$ cat config.mk
export PLATFORM = sky130hd
export DESIGN_NAME = matvec_result_requant_flat
export DESIGN_NICKNAME = d
export VERILOG_FILES = /design/src/rtl/matvec_pkg.sv /design/src/rtl/matvec_result_requant_if.sv /design/src/rtl/matvec_sync_fifo.sv /design/src/rtl/matvec_result_requant.sv /design/src/flat_wrapper.sv
export SDC_FILE = /design/constraint.sdc
export NUM_CORES = 1
export LEC_CHECK = 0
export BUFFER_PORTS_ARGS = -buffer_cell sky130_fd_sc_hd__buf_2
export CAP_MARGIN = 20
export CORE_MARGIN = 2
export CORE_UTILIZATION = 60
export CTS_CLUSTER_SIZE = 12
export DETAILED_ROUTE_END_ITERATION = 8
export GPL_TIMING_DRIVEN = 0
export HOLD_SLACK_MARGIN = 0.12
export PLACE_DENSITY = 0.8
export SLEW_MARGIN = 20
export SYNTH_ARGS = -nofsm -noshare
export SYNTH_HDL_FRONTEND = slang
export SYNTH_SLANG_ARGS = --single-unit
$ cat constraint.sdc
create_clock -name clk -period 10.6 [get_ports clk]
set_clock_uncertainty 0.05 [all_clocks]
set_input_delay 2.65 -clock clk [delete_from_list [all_inputs] [get_ports clk]]
set_output_delay 2.65 -clock clk [all_outputs]
set_load 0.01 [all_outputs]
$ cat src/rtl/matvec_pkg.sv
// ----------------------------------------------------------------------------
// matvec_pkg
//  Shared widths, limits and the FIFO word type for the result requantizer.
//  ACC_W       : width of a signed dot-product result from the engine
//  DATA_W      : width of a requantized result (same as engine input_data)
//  VEC_LEN_DEF : default number of results per vector
//  DATA_MAX/MIN: saturation limits of a DATA_W signed value
//  res_word_t  : one buffered result plus its end-of-vector flag
// ----------------------------------------------------------------------------
package matvec_pkg;

    localparam int ACC_W       = 28;
    localparam int DATA_W      = 14;
    localparam int VEC_LEN_DEF = 8;
    localparam int SAT_W       = 8;
    localparam int DATA_MAX    = (1 << (DATA_W - 1)) - 1;
    localparam int DATA_MIN    = -(1 << (DATA_W - 1));

    typedef struct packed {
        logic                     last;
        logic signed [DATA_W-1:0] data;
    } res_word_t;

endpackage

$ cat src/rtl/matvec_result_requant_if.sv
// ----------------------------------------------------------------------------
// matvec_result_requant_if
//  Bundles the result stream from the engine, the requantized output stream,
//  the per-word ReLU enable and the saturation statistics.
//  master : producer/consumer side (engine upstream, next layer downstream)
//  slave  : the requantizer itself
// ----------------------------------------------------------------------------
interface matvec_result_requant_if;
    import matvec_pkg::*;

    // upstream result stream
    logic                     in_valid;
    logic                     in_ready;
    logic signed [ACC_W-1:0]  in_data;
    // configuration / statistics
    logic                     cfg_relu;
    logic                     clear_stats;
    logic [SAT_W-1:0]         sat_count;
    // downstream requantized stream
    logic                     out_valid;
    logic                     out_ready;
    logic signed [DATA_W-1:0] out_data;
    logic                     out_last;

    modport master (
        output in_valid, in_data, cfg_relu, clear_stats, out_ready,
        input  in_ready, out_valid, out_data, out_last, sat_count
    );

    modport slave (
        input  in_valid, in_data, cfg_relu, clear_stats, out_ready,
        output in_ready, out_valid, out_data, out_last, sat_count
    );

endinterface

$ cat src/rtl/matvec_sync_fifo.sv
// ----------------------------------------------------------------------------
// matvec_sync_fifo
//  Synchronous FIFO of element type T with a registered head word.
//  Ports:
//    clk     : clock, rising edge
//    rst_n   : asynchronous active-low reset (FIFO empty, head cleared)
//    push_i  : write request, qualified internally with ready_o
//    data_i  : write data
//    ready_o : registered "not full"; a pop never frees a slot in the same cycle
//    pop_i   : read request, qualified internally with valid_o
//    valid_o : head word valid (FIFO not empty)
//    data_o  : head word, held until popped
// ----------------------------------------------------------------------------
module matvec_sync_fifo #(
    parameter type T     = logic [7:0],
    parameter int  DEPTH = 8
) (
    input  logic clk,
    input  logic rst_n,
    input  logic push_i,
    input  T     data_i,
    output logic ready_o,
    input  logic pop_i,
    output logic valid_o,
    output T     data_o
);

    localparam int AW = $clog2(DEPTH);

    // pointers carry one extra wrap bit so full and empty are distinguishable
    logic [AW:0] wr_ptr_q, wr_ptr_d;
    logic [AW:0] rd_ptr_q, rd_ptr_d;
    logic        ready_q, full_d;
    logic        do_push, do_pop, head_load;
    T            head_q, head_d;
    T            mem [DEPTH];

    assign valid_o = (wr_ptr_q != rd_ptr_q);
    assign do_push = push_i & ready_q;
    assign do_pop  = pop_i & valid_o;

    always_comb begin
        wr_ptr_d = wr_ptr_q + (AW + 1)'(do_push);
        rd_ptr_d = rd_ptr_q + (AW + 1)'(do_pop);
        full_d   = (wr_ptr_d[AW] != rd_ptr_d[AW]) &&
                   (wr_ptr_d[AW-1:0] == rd_ptr_d[AW-1:0]);
        // head only moves on a pop or when the first word lands in an empty FIFO
        head_load = do_pop | (do_push & ~valid_o);
        // the incoming word becomes the head directly when it is the next one
        // to be read; otherwise read the array at the next read address
        if (do_push && (wr_ptr_q == rd_ptr_d)) begin
            head_d = data_i;
        end else begin
            head_d = mem[rd_ptr_d[AW-1:0]];
        end
    end

    always_ff @(posedge clk) begin
        if (do_push) begin
            mem[wr_ptr_q[AW-1:0]] <= data_i;
        end
    end

    always_ff @(posedge clk or negedge rst_n) begin
        if (!rst_n) begin
            wr_ptr_q <= '0;
            rd_ptr_q <= '0;
            ready_q  <= 1'b0;
            head_q   <= '0;
        end else begin
            wr_ptr_q <= wr_ptr_d;
            rd_ptr_q <= rd_ptr_d;
            ready_q  <= ~full_d;
            if (head_load) begin
                head_q <= head_d;
            end
        end
    end

    assign ready_o = ready_q;
    assign data_o  = head_q;

endmodule

$ cat src/rtl/matvec_result_requant.sv
// ----------------------------------------------------------------------------
// matvec_result_requant
//  Requantizes the engine's signed ACC_W-bit dot products to DATA_W-bit signed
//  values (round half up, arithmetic shift by SHIFT, saturate, optional ReLU),
//  tags the last element of every VEC_LEN-long vector and buffers the results
//  in a DEPTH-entry FIFO.
//  Ports:
//    clk   : clock, rising edge
//    reset : asynchronous active-low reset
//    bus   : slave side of matvec_result_requant_if
//            in_valid/in_ready/in_data   result stream in
//            cfg_relu                    clamp negatives to 0, per accepted word
//            clear_stats                 synchronous clear of sat_count
//            out_valid/out_ready/out_data/out_last  requantized stream out
//            sat_count                   saturating count of clipped results
// ----------------------------------------------------------------------------
module matvec_result_requant
    import matvec_pkg::*;
#(
    parameter int SHIFT   = 6,
    parameter int DEPTH   = 8,
    parameter int VEC_LEN = VEC_LEN_DEF
) (
    input  logic                    clk,
    input  logic                    reset,
    matvec_result_requant_if.slave  bus
);

    localparam int CNT_W = (VEC_LEN > 1) ? $clog2(VEC_LEN) : 1;
    localparam logic [CNT_W-1:0] LAST_IDX = CNT_W'(VEC_LEN - 1);

    // rounding constant is half an output LSB; the nested guard keeps the
    // shift amount legal when SHIFT is 0
    localparam int RND_INT = (SHIFT > 0) ? (1 << ((SHIFT > 0) ? SHIFT - 1 : 0)) : 0;
    localparam logic signed [ACC_W:0] RND_C = (ACC_W + 1)'(RND_INT);
    localparam logic signed [ACC_W:0] HI_C  = (ACC_W + 1)'(DATA_MAX);
    localparam logic signed [ACC_W:0] LO_C  = (ACC_W + 1)'(DATA_MIN);

    logic                     push;
    logic signed [ACC_W:0]    rounded;
    logic signed [ACC_W:0]    shifted;
    logic                     clip_hi, clip_lo;
    logic signed [DATA_W-1:0] res_data;
    res_word_t                wr_word;
    res_word_t                head_word;
    logic [CNT_W-1:0]         elem_q, elem_d;
    logic [SAT_W-1:0]         sat_q, sat_d;

    assign push = bus.in_valid & bus.in_ready;

    // requantization: one extra bit so adding the rounding constant never wraps
    always_comb begin
        rounded = {bus.in_data[ACC_W-1], bus.in_data} + RND_C;
        shifted = rounded >>> SHIFT;
        clip_hi = (shifted > HI_C);
        clip_lo = (shifted < LO_C);
        if (clip_hi) begin
            res_data = DATA_W'(DATA_MAX);
        end else if (clip_lo) begin
            res_data = DATA_W'(DATA_MIN);
        end else begin
            res_data = shifted[DATA_W-1:0];
        end
        // ReLU is applied after saturation and is not a clip
        if (bus.cfg_relu && res_data[DATA_W-1]) begin
            res_data = '0;
        end
        wr_word.last = (elem_q == LAST_IDX);
        wr_word.data = res_data;
    end

    always_comb begin
        elem_d = elem_q;
        if (push) begin
            elem_d = (elem_q == LAST_IDX) ? '0 : elem_q + CNT_W'(1);
        end
        sat_d = sat_q;
        if (bus.clear_stats) begin
            sat_d = '0;
        end else if (push && (clip_hi || clip_lo) && (sat_q != {SAT_W{1'b1}})) begin
            sat_d = sat_q + SAT_W'(1);
        end
    end

    always_ff @(posedge clk or negedge reset) begin
        if (!reset) begin
            elem_q <= '0;
            sat_q  <= '0;
        end else begin
            elem_q <= elem_d;
            sat_q  <= sat_d;
        end
    end

    matvec_sync_fifo #(
        .T     (res_word_t),
        .DEPTH (DEPTH)
    ) u_fifo (
        .clk     (clk),
        .rst_n   (reset),
        .push_i  (push),
        .data_i  (wr_word),
        .ready_o (bus.in_ready),
        .pop_i   (bus.out_ready),
        .valid_o (bus.out_valid),
        .data_o  (head_word)
    );

    assign bus.out_data  = head_word.data;
    assign bus.out_last  = head_word.last;
    assign bus.sat_count = sat_q;

endmodule

$ cat src/flat_wrapper.sv
// flat-port wrapper written by rule: the top's interface ports become plain ports
module matvec_result_requant_flat import matvec_pkg::*;
#(
    parameter int SHIFT   = 6,
    parameter int DEPTH   = 8,
    parameter int VEC_LEN = VEC_LEN_DEF
)
  (clk, reset, bus_in_valid, bus_in_data, bus_cfg_relu, bus_clear_stats, bus_out_ready, bus_in_ready, bus_out_valid, bus_out_data, bus_out_last, bus_sat_count);
  matvec_result_requant_if bus_i ();
  input  logic clk;
  input  logic reset;
  input wire logic [$bits(bus_i.in_valid)-1:0] bus_in_valid;
  input wire logic [$bits(bus_i.in_data)-1:0] bus_in_data;
  input wire logic [$bits(bus_i.cfg_relu)-1:0] bus_cfg_relu;
  input wire logic [$bits(bus_i.clear_stats)-1:0] bus_clear_stats;
  input wire logic [$bits(bus_i.out_ready)-1:0] bus_out_ready;
  output wire logic [$bits(bus_i.in_ready)-1:0] bus_in_ready;
  output wire logic [$bits(bus_i.out_valid)-1:0] bus_out_valid;
  output wire logic [$bits(bus_i.out_data)-1:0] bus_out_data;
  output wire logic [$bits(bus_i.out_last)-1:0] bus_out_last;
  output wire logic [$bits(bus_i.sat_count)-1:0] bus_sat_count;
  assign bus_i.in_valid = bus_in_valid;
  assign bus_i.in_data = bus_in_data;
  assign bus_i.cfg_relu = bus_cfg_relu;
  assign bus_i.clear_stats = bus_clear_stats;
  assign bus_i.out_ready = bus_out_ready;
  assign bus_in_ready = bus_i.in_ready;
  assign bus_out_valid = bus_i.out_valid;
  assign bus_out_data = bus_i.out_data;
  assign bus_out_last = bus_i.out_last;
  assign bus_sat_count = bus_i.sat_count;
  matvec_result_requant #(.SHIFT(SHIFT), .DEPTH(DEPTH), .VEC_LEN(VEC_LEN)) u_core (.clk(clk), .reset(reset), .bus(bus_i));
endmodule
; ---- After elaboration in Yosys (flattened, before gate mapping)
; Memory sizes are Yosys's and may differ from the RTL's.
; Index checks and enable logic that the tools add are counted.
[totals]
reg_bits = 35
ram_bits = 120
in_bits = 34
output_inout_bits = 25
mem_count = 1
[classes]
addsub = 5
magnitude_cmp = 2
n_eq_ne = 6
mux = 9
bitwise = 7
reduce_logical = 7
[memory_table]
columns = name, depth, width, rd, rd_clocked_by_memory_dff, wr, line_no
row1 = u_core.u_fifo.mem, 8, 15, 1, 0, 1, matvec_sync_fifo.sv:36  ; T mem [DEPTH];
[op_table]
columns = operator, n
row1 = $mux W14, 3
row2 = $add A28 B7 Y29 const B, 1
row3 = $gt A23 B14 Y1 const B, 1
row4 = $lt A23 B14 Y1 const B, 1
row5 = $mux W8, 2
row6 = $mux W15, 1
row7 = $add A4 B1 Y4, 2
row8 = $add A8 B1 Y8 const B, 1
row9 = $ne A8 B8 Y1 const B, 1
row10 = $logic_and A1 B1 Y1, 5
row11 = $and A1 B1 Y1, 4
row12 = $eq A4 B4 Y1, 1
row13 = $ne A4 B4 Y1, 1
row14 = $add A3 B1 Y3 const B, 1
row15 = $eq A3 B3 Y1, 1
row16 = $eq A3 B3 Y1 const B, 1
row17 = $mux W3, 1
row18 = $mux W1, 2
row19 = $not A1 Y1, 2
row20 = $reduce_bool A2 Y1, 1
row21 = $logic_or A1 B1 Y1, 1
row22 = $ne A1 B1 Y1, 1
row23 = $or A1 B1 Y1, 1

; ---- Logic depth before layout (Yosys ltp)
; Gate-level depths: netlist of the first run.
[logic_depth]
depth_word = 7
depth_mapped = 15
mapped_depth_nobuf = 11

; ---- Modules after synthesis
; From an unflattened synthesis of the first run, not the netlist that was laid out.
[unflattened]
cells_unflattened = 477
area_unflattened_um2 = 7126.8
[by_module_without_submodules]
columns = module, instances, cells_per_inst, area_per_inst_um2
row1 = matvec_sync_fifo, 1, 324, 6000.8
row2 = matvec_result_requant, 1, 153, 1126.1

; ---- Least setup slack after synthesis of the first run
; Ideal clock, no wire load.
[synth_timing]
path_type = input to register
from = input port bus_out_ready
to = register u_core.u_fifo.head_q, in the netlist u_core.u_fifo.data_o[8]
setup_time_ps = 86
arrival_time_ps = 5090
setup_slack_ps = 5374
path_stages = 11
n_path_buf = 2
path_cell_list = and2_1 ha_1 ha_1 xor2_2 xor2_1 or3_1 clkbuf_1 or3_4 or2_4 buf_6 o221ai_2
[synth_via]
elab_chain_len = 5
[synth_lines]
columns = element, line_no
row1 = from (decl), flat_wrapper.sv:16  ; input wire logic [$bits(bus_i.out_ready)-1:0] bus_out_ready;
row2 = $and A1 B1 Y1 *, matvec_sync_fifo.sv:40  ; assign do_pop = pop_i & valid_o;
row3 = "parallel branches: the longest is 4 deep, another holds $mem_v2 Z8 W15", --
row4 = to (signal assigned), matvec_sync_fifo.sv:69  ; head_q <= '0;
row5 = to (signal assigned), matvec_sync_fifo.sv:75  ; head_q <= head_d;
row6 = to (decl), matvec_sync_fifo.sv:35  ; T head_q, head_d;
; Mark *: on every way between the ends.
; A chain may end at the register's enable or synchronous reset.

; ---- Worst setup path in the final report of the first run
[layout_timing]
from = input port bus_out_ready
to = register u_core.u_fifo.head_q, in the netlist u_core.u_fifo.data_o[5]
; The elaborated chain is that of the path after synthesis.

==> flow_summary.yaml, run 1 <==
die:
  coreArea_mm2: 0.0119
  die_area_mm2: 0.0130
  core.rowCount: 40
  ioPinCount: 59
  die_h_um: 114
  start_util: 0.608
  chipWidth_um: 114
global_route:
  grt_pass1_wl_mm: 26.0
  antenna_found_initial: 0
  grt_pass1_vias: 4769
  grt.total_usage: 0.273
  grt_max_degree: 36
  grt-ovfl-total: 0
sta:
  slew_viol_final: 0
  tns_ns: 0
  fin_ws_ns: 5.18
  rsz0062_at_grt: "no"
  final.min_clock_period_ns: 5.42
  slew_headroom: 0.311
  fmax_mhz: 184
  period_share: 0.512
  tightestPinTransition_ns: 1.03
  whs_ns: 0.441
  finalHoldViolCount: 0
  setup_viol: 0
logic_synthesis:
  synth.most_common_cell: "edfxtp_1"
  syn_nets: 524
  synthCells: 482
  synth_top_family_by_area: "multiplexers"
  synth_flop_cell: "edfxtp_1"
  ys_types: 57
  synth_edf_count: 120
  yosysTopAreaCellShare: 0.498
  yosys.area_share.simple: 0.102
  yosysTopAreaCell: "edfxtp_1"
  yosys-top-cells-count: "edfxtp_1, nor2_1, dfrtp_1"
  synthAdderAreaFrac: 0.0138
  seq_area_frac_synth: 0.619
  async_flop_share: 0.226
  synth_xor_area_frac: 0.0361
  ys_ff_latch: 155
  synth_compound_area_frac: 0.0812
  yosysWarnings: 0
  netlist_top_cells_area: "edfxtp_1, dfrtp_1, mux4_2, xnor2_1, mux2i_1"
  synth_mux_area_frac: 0.130
  syn_area_mm2: 0.00724
  synth_area_per_cell_um2: 15.0
clocking:
  cts_max_path_buffers: 2
  numCtsBuffers: 17
  clock_latency_ns: 0.42
  clk_pin_slew_ns: 0.06
  cts_setup_buffers: 0
  cts_tree: "yes"
  cts-root-buf: "clkbuf_16"
  h-tree-depth: 4
  ctsResizeCount: 0
  holdBufCountCts: 0
  cts_num_sinks: 155
worst_setup_path:
  cpPeakStageDelay_ns: 0.64
  cp-end-kind: "flop"
  worstSetupStartpointType: "primary input"
  path_class: "in2reg"
  required_ns: 10.89
  critPathTopFamily: "simple AND/OR/NAND/NOR gates"
  crit_path_max_fanout: 10
  cpMaxStageDelayCell: "xor2_2"
  cp_cell_sequence: "buf_2 -> and2_1 -> ha_1 -> ha_1 -> xor2_2 -> xor2_1 -> or3_1 -> clkbuf_1 -> or3_4 -> or2_4 -> buf_6 -> o221ai_2"
  worst-path-buf-inv: 3
  cp_data_arrival_time_ns: 5.71
  r2r_slack_ns: 6.32
  cp_common_cell: "ha_1"
final_layout:
  n_fill_cell: 752
  antenna_cells: 0
  multi_input_area_mm2: 0.00267
  finalInstanceArea_mm2: 0.00846
  drive_above_1_share: 0.278
  seq_area_mm2: 0.00448
  nets: 609
  area_growth_pct: 16.8
placed_design:
  gp_congestion: 0.969
  post_dp_cell_area_mm2: 0.00784
  io_buffers: 52
  hpwl_mm: 11.6
  pre_cts_slack_ns: 4.79
drt:
  vias: 4742
  final_antenna_net_count: 0
  drt_iter0_drc: 509
  wl_per_cell_um: 22.9
  drc_errors: 0
  vias_per_cell: 6.52
  drt-pass1-iter-count: 5
  routed_wl_mm: 16.6
power_and_ir_drop:
  ir_drop_v: 0.000157
  power_density_mw_per_mm2: 288
  leakage_nw: 3.08
  power.total_mw: 2.44
job:
  drv_cap: 0
outcome:
  status: "finished, final reports clean"
hold_path:
  min_path_type: "reg2reg"
[kinds of logic after synthesis]
kind of cell / after synthesis
flops: 155
simple gates: 135
compound gates: 69
mux: 55
buf+inv: 31
xor+xnor: 29
fa+ha+maj: 8
[per-stage QoR]
stage	std cells	util
floorplan	482	-
global placement	681	0.645
detailed placement	695	0.658
CTS	727	0.710
global route	727	0.710
finish	727	0.710
[cells in the final DEF, fill, tap and decap left out, drive strengths merged, types with 6 or more instances in the layout]
cell | Yosys | routed
edfxtp | 120 | 120
buf | 9 | 75
clkbuf | 18 | 39
nor2 | 36 | 36
dfrtp | 35 | 35
mux4 | 30 | 30
xnor2 | 21 | 21
nor2b | 20 | 20
nand2 | 16 | 16
mux2i | 15 | 15
nand3 | 12 | 12
o22ai | 12 | 12
a22oi | 12 | 12
nand4 | 12 | 12
o221ai | 11 | 11
mux2 | 10 | 10
a211oi | 9 | 9
nor3 | 9 | 9
ha | 8 | 8
xor2 | 8 | 8
and3 | 6 | 6
[registers in the layout, indices dropped and copies added (netlist names)]
signal / cells
u_core.u_fifo.data_o: 15
u_core.u_fifo.wr_ptr_q: 4
u_core.u_fifo.rd_ptr_q: 4
u_core.u_fifo.ready_o: 1
u_core.u_fifo.mem: 120
u_core.bus.sat_count: 8
u_core.elem_q: 3
[final cells by class]
type | instances | share of cell area
multi-input cells | 296 | 0.316
inverters | 4 | 0.00177
repair buffers | 66 | 0.0453
plain buffers | 27 | 0.0139
clock inverters | 11 | 0.0203
clock buffers | 21 | 0.0521
well taps | 147 | 0.0217
flip-flops and latches | 155 | 0.529
[per-layer routing]
layer  global-route usage  vias up  wire length [µm]
met5                    0        -                 0
met4                0.123        0               572
met3               0.0595       52              1060
met2                0.434      215              8310
met1                0.368     2402              6680
li1                     -     2073                 -
[path summary, 6_finish.rpt]
check,from,end,cells after the start
setup / recovery,bus_out_ready,u_core.u_fifo.data_o[5]$_DFFE_PN0P_,12
hold / removal,u_core.u_fifo.data_o[14]$_DFFE_PN0P_,u_core.u_fifo.data_o[14]$_DFFE_PN0P_,1
setup reg to reg,u_core.u_fifo.wr_ptr_q[1]$_DFF_PN0_,u_core.u_fifo.data_o[5]$_DFFE_PN0P_,14
hold reg to reg,u_core.u_fifo.data_o[14]$_DFFE_PN0P_,u_core.u_fifo.data_o[14]$_DFFE_PN0P_,1
max in group asynchronous,reset,u_core.u_fifo.data_o[9]$_DFFE_PN0P_,1
min in group asynchronous,reset,u_core.u_fifo.wr_ptr_q[3]$_DFF_PN0_,1
[where the power goes]
part | internal, mW | switching [mW] | total (mW)
clock network | 0.394 | 0.231 | 0.625
logic | 0.441 | 0.526 | 0.966
registers | 0.792 | 0.0546 | 0.847
Power figures use the tool's default switching activity.
==> run 2, diff against run 1 <==
- CORE_UTILIZATION: 60 -> 54
- PLACE_DENSITY: 0.8 -> 0.76
- clock period: 10.6 -> 4.85 ns (I/O delays scaled with it)
==> flow_summary.yaml, run 2 (same netlist as run 1, synthesis figures left out) <==
outcome:
  status: "finished, final reports clean"
die:
  start_util: 0.549
  chipWidth_um: 120
  core.rowCount: 42
  coreArea_mm2: 0.0132
  die_area_mm2: 0.0144
  ioPinCount: 59
  die_h_um: 120
worst_setup_path:
  r2r_slack_ns: 0.64
  r2r_start: "u_core.u_fifo.wr_ptr_q[2]$_DFF_PN0_"
  critPathTopFamily: "simple AND/OR/NAND/NOR gates"
  crit_path_max_fanout: 10
  worst-path-stages: 14
  worst-path-buf-inv: 3
  r2r_cells: 14
  rr_endpoint: "u_core.u_fifo.data_o[9]$_DFFE_PN0P_"
  cp-endpoint: "u_core.u_fifo.data_o[9]$_DFFE_PN0P_"
  crit_path_start: "u_core.u_fifo.wr_ptr_q[2]$_DFF_PN0_"
  cpPeakStageDelay_ns: 0.66
  worstSetupStartpointType: "flop"
  cp-end-kind: "flop"
  required_ns: 5.15
  cp_cell_sequence: "clkbuf_1 -> xnor2_1 -> nand4_1 -> and2_1 -> ha_1 -> ha_1 -> xor2_2 -> xor2_1 -> or3_1 -> clkbuf_1 -> or3_4 -> or2_4 -> buf_6 -> o221ai_2"
  path_class: "reg2reg"
  cp_data_arrival_time_ns: 4.51
  cpMaxStageDelayCell: "xor2_2"
clocking:
  cts_max_path_buffers: 2
  cts-root-buf: "clkbuf_16"
  cts_tree: "yes"
  cts_num_sinks: 155
  cts_setup_buffers: 0
  numCtsBuffers: 17
  clock_latency_ns: 0.44
  h-tree-depth: 4
  clk_pin_slew_ns: 0.07
  ctsResizeCount: 0
  holdBufCountCts: 0
sta:
  fmax_mhz: 237
  slew_viol_final: 0
  period_share: 0.869
  slew_headroom: 0.382
  finalHoldViolCount: 0
  rsz0062_at_grt: "no"
  final.min_clock_period_ns: 4.21
  tns_ns: 0
  tightestPinTransition_ns: 0.919
  whs_ns: 0.457
  setup_viol: 0
drt:
  drt_iter0_drc: 504
  vias: 4690
  final_antenna_net_count: 0
  drt-pass1-iter-count: 5
  vias_per_cell: 6.22
  routed_wl_mm: 16.5
  wl_per_cell_um: 21.9
  drc_errors: 0
final_layout:
  finalInstanceArea_mm2: 0.00849
  antenna_cells: 0
  n_fill_cell: 930
  final_cell_mix: "edfxtp_1, buf_2, dfrtp_1, nor2_1, mux4_2"
  layout_commonest_cell: "edfxtp_1"
  seq_area_mm2: 0.00448
  area_growth_pct: 17.2
  multi_input_area_mm2: 0.00267
  largest_register_ffs: 120
  drive_above_1_share: 0.282
  nets: 607
power_and_ir_drop:
  power_density_mw_per_mm2: 628
  p_sw_frac: 0.340
  combinationalPowerShare: 0.394
  switching_power_mw: 1.81
  clkPwrFrac: 0.258
  p_seq_frac: 0.348
  leakage_nw: 3.08
  intPower_mw: 3.51
  ir_drop_v: 0.000359
global_route:
  grt-ovfl-total: 0
  grt_max_degree: 36
  grt.total_usage: 0.245
  grt_pass1_wl_mm: 25.8
  antenna_found_initial: 0
  grt_pass1_vias: 4621
job:
  drv_cap: 0
placed_design:
  io_buffers: 52
  gp_congestion: 0.848
  post_dp_cell_area_mm2: 0.00787
  hpwl_mm: 11.5
hold_path:
  min_path_type: "reg2reg"
==> run 2: cell count changes in the layout (fill, tap and decap cells not counted) <==
cell        previous run  this run
buf_2                 58        59
buf_1                  3         2
buf_4                 10         5
clkinv_4               3         2
clkbuf_1              22        19
buf_6                  1         4
buf_8                  3         2
inv_6                  0         3
clkbuf_2               0         1
bufinv_16              4         3
clkinvlp_4             2         1
inv_8                  0         3
==> run 2: layer usage <==
layer	vias to the layer above	part of all wire	global-route usage	wire length, µm
met1	2401	0.42	0.337	6960
li1	2073	-	-	-
met2	192	0.50	0.391	8200
met5	-	0	0	0
met4	0	0.015	0.0846	251
met3	24	0.065	0.0547	1070
==> run 2: power groups by stage <==
| stage | Sequential [mW] | Combinational, mW | Clock [mW] |
|---|---|---|---|
| final | 1.86 | 2.10 | 1.37 |
| after global routing | 1.88 | 2.28 | 1.43 |
| after CTS | 1.86 | 2.12 | 1.39 |
| after detailed placement | 1.88 | 2.10 | 0 |
| after global placement | 1.87 | 1.96 | 0 |
| after floorplan | 1.87 | 1.48 | 0 |
==> run 2: final cells by class <==
| class | count | area share |
|---|---|---|
| sequential | 155 | 0.528 |
| clock inverter | 14 | 0.0218 |
| tap | 176 | 0.0259 |
| timing repair buffer | 64 | 0.0435 |
| buffer | 27 | 0.0140 |
| multi-input combinational | 296 | 0.315 |
| inverter | 4 | 0.00177 |
| clock buffer | 18 | 0.0506 |
==> run 2: worst min-delay path by stage <==
stage,endpoint,cells after the start,slack (ns),startpoint
floorplan,u_core.elem_q[0]$_DFFE_PN0P_,1,0.43,u_core.elem_q[0]$_DFFE_PN0P_
global placement,u_core.u_fifo.data_o[14]$_DFFE_PN0P_,1,0.41,u_core.u_fifo.data_o[14]$_DFFE_PN0P_
detailed placement,u_core.u_fifo.data_o[13]$_DFFE_PN0P_,2,0.44,u_core.u_fifo.data_o[13]$_DFFE_PN0P_
CTS,u_core.u_fifo.data_o[13]$_DFFE_PN0P_,2,0.45,u_core.u_fifo.data_o[13]$_DFFE_PN0P_
global route,u_core.u_fifo.data_o[13]$_DFFE_PN0P_,2,0.46,u_core.u_fifo.data_o[13]$_DFFE_PN0P_
finish,u_core.u_fifo.data_o[14]$_DFFE_PN0P_,1,0.46,u_core.u_fifo.data_o[14]$_DFFE_PN0P_
==> run 2: stage by stage <==
stage / cells / worst slack, ns / power (mW) / util
after global placement: 710 / 0.0385 / 3.83 / 0.585
after global routing: 754 / 0.325 / 5.59 / 0.643
final: 754 / 0.636 / 5.33 / 0.643
after detailed placement: 722 / 0.507 / 3.97 / 0.597
after floorplan: 482 / 1.06 / 3.35 / -
after CTS: 754 / 0.654 / 5.36 / 0.643
==> run 3, diff against run 2 <==
- ABC_AREA: unset -> 1
- CTS_CLUSTER_DIAMETER: unset -> 100
==> flow_summary.yaml, run 3 <==
power_and_ir_drop:
  p_seq_frac: 0.318
  clkPwrFrac: 0.239
  power.total_mw: 5.78
  leakage_nw: 3.46
  combinationalPowerShare: 0.443
  power_density_mw_per_mm2: 673
  p_sw_frac: 0.417
  switching_power_mw: 2.41
  intPower_mw: 3.37
  ir_drop_v: 0.000474
clocking:
  cts_tree: "yes"
  clk_pin_slew_ns: 0.06
  holdBufCountCts: 0
  cts_max_path_buffers: 2
  ctsResizeCount: 0
  clock_latency_ns: 0.43
  cts-root-buf: "clkbuf_16"
  h-tree-depth: 4
  cts_num_sinks: 155
  numCtsBuffers: 17
  cts_setup_buffers: 0
logic_synthesis:
  seq_area_frac_synth: 0.608
  synth.most_common_cell: "nand2_1"
  synth_flop_cell: "edfxtp_1"
  yosysTopAreaCellShare: 0.489
  syn_area_mm2: 0.00737
  synthCells: 756
  syn_nets: 798
  async_flop_share: 0.226
  synth_area_per_cell_um2: 9.75
  ys_types: 32
  yosysWarnings: 0
  netlist_top_cells_area: "edfxtp_1, dfrtp_1, nand2_1, nor2_1, o32ai_1"
  yosys-top-cells-count: "nand2_1, nor2_1, edfxtp_1"
  yosysTopAreaCell: "edfxtp_1"
  ys_ff_latch: 155
  synth_edf_count: 120
die:
  ioPinCount: 59
  start_util: 0.554
  core.rowCount: 42
  coreArea_mm2: 0.0133
  chipWidth_um: 121
  die_area_mm2: 0.0146
  die_h_um: 121
worst_setup_path:
  required_ns: 5.16
  r2r_cells: 16
  r2r_start: "u_core.u_fifo.wr_ptr_q[2]$_DFF_PN0_"
  cp-end-kind: "flop"
  worstSetupStartpointType: "flop"
  crit_path_start: "u_core.u_fifo.wr_ptr_q[2]$_DFF_PN0_"
  cp_data_arrival_time_ns: 4.08
  crit_path_max_fanout: 10
  path_class: "reg2reg"
outcome:
  status: "finished, final reports clean"
drt:
  drt-pass1-iter-count: 6
  wl_per_cell_um: 19.3
  final_antenna_net_count: 0
  routed_wl_mm: 19.7
  dr.max_layer_used: "met4"
  drt_iter0_drc: 945
  vias: 5954
  vias_per_cell: 5.81
  drt-met1-wl_mm: 7.54
  drc_errors: 0
  wl_met2_mm: 9.62
  wl_met3_mm: 1.99
sta:
  whs_ns: 0.428
  period_share: 0.776
  final.min_clock_period_ns: 3.76
  slew_viol_final: 0
  rsz0062_at_grt: "no"
  tightestPinTransition_ns: 0.849
  setup_viol: 0
  tns_ns: 0
  slew_headroom: 0.433
  finalHoldViolCount: 0
  fmax_mhz: 266
final_layout:
  nets: 877
  area_growth_pct: 16.5
  utilization: 0.646
  antenna_cells: 0
  largest_register_ffs: 120
  final_cell_mix: "nand2_1, nor2_1, edfxtp_1, buf_2, inv_1"
  drive_above_1_share: 0.146
  layoutNonFillerInstCount: 1024
  layout_commonest_cell: "nand2_1"
hold_path:
  holdPathStages: 2
  min_path_type: "reg2reg"
  min_from: "u_core.u_fifo.data_o[10]$_DFFE_PN0P_"
placed_design:
  gp_congestion: 0.954
  hpwl_mm: 13.5
  io_buffers: 53
  place_inst: 992
job:
  drv_cap: 0
global_route:
  grt_max_degree: 36
  grt-ovfl-total: 0
  grt_pass1_vias: 5929
  antenna_found_initial: 0
  grt_pass1_wl_mm: 30.6
  grt.total_usage: 0.280
## run 3: changes by cell type in the layout (fill, tap and decap cells not counted), sizes merged, moves of 20 or more
cell and change:
mux4 -30, nor2 +102, nor2b -20, o21ai +40, inv +44, o32ai +26
nand2 +194
## run 3: layout make-up
type,instances,area (µm²)
Buffer,33,144
Inverter,53,199
Sequential cell,155,4480
Multi-Input combinational cell,515,2570
Timing Repair Buffer,60,367
Clock inverter,12,171
Tap cell,176,220
Fill cell,1011,4710
Clock buffer,20,437
## run 3: worst paths after layout
kind / end / slack [ns]
max reg2reg: u_core.u_fifo.data_o[2]$_DFFE_PN0P_ / 1.09
min in group asynchronous: u_core.u_fifo.data_o[14]$_DFFE_PN0P_ / 0.84
max in group asynchronous: u_core.u_fifo.data_o[9]$_DFFE_PN0P_ / 3.38
min reg2reg: u_core.u_fifo.data_o[10]$_DFFE_PN0P_ / 0.43
max: u_core.u_fifo.data_o[2]$_DFFE_PN0P_ / 1.09
min: u_core.u_fifo.data_o[10]$_DFFE_PN0P_ / 0.43
## run 3: metrics by stage
| stage | cell area, µm² | setup slack (ns) |
|---|---|---|
| after floorplan | 7370 | 1.71 |
| after global placement | 7860 | 1.00 |
| after detailed placement | 7980 | 0.911 |
| after CTS | 8580 | 1.20 |
| after global routing | 8580 | 0.854 |
| final | 8580 | 1.09 |
## run 3: cell families (layout without fill, tap and decap cells)
kind of cell / after synthesis / after routing / synth area share
AOI/OAI and AO/OA: 96 / 96 / 0.0876
xor gates and xnor gates: 28 / 28 / 0.0333
adders and majority gates: 8 / 8 / 0.0136
muxes: 4 / 4 / 0.00543
and+or+nand+nor: 379 / 379 / 0.206
DFF: 155 / 155 / 0.608
buffers and inverters: 86 / 178 / 0.0465
## run 3: critical path: stages (launching register included)
cell      delay (ns)
dfrtp_1         0.37
clkbuf_2        0.17
xnor2_1         0.25
nand4_1         0.18
nand2_1         0.12
inv_1           0.07
ha_1            0.30
clkbuf_1        0.21
inv_1           0.17
clkbuf_1        0.42
clkbuf_1        0.60
nor2_1          0.12
o32ai_1         0.16
nand2_1         0.09
a31oi_1         0.26
nand2_1         0.10
nand2_1         0.06
## run 3: power by group through the flow
| stage | clock network, mW | logic [mW] | registers [mW] |
|---|---|---|---|
| 5_1_grt | 1.44 | 2.75 | 1.85 |
| 4_1_cts | 1.38 | 2.50 | 1.84 |
| 2_1_floorplan | 0 | 1.56 | 1.87 |
| 3_5_place_dp | 0 | 2.46 | 1.85 |
| 3_3_place_gp | 0 | 2.31 | 1.85 |
| 6_report | 1.38 | 2.56 | 1.84 |
## run 3: routing by layer
metal	up-vias	global-route usage
met5	-	0
met2	349	0.455
met4	0	0.122
met1	2838	0.360
li1	2710	-
met3	57	0.0670
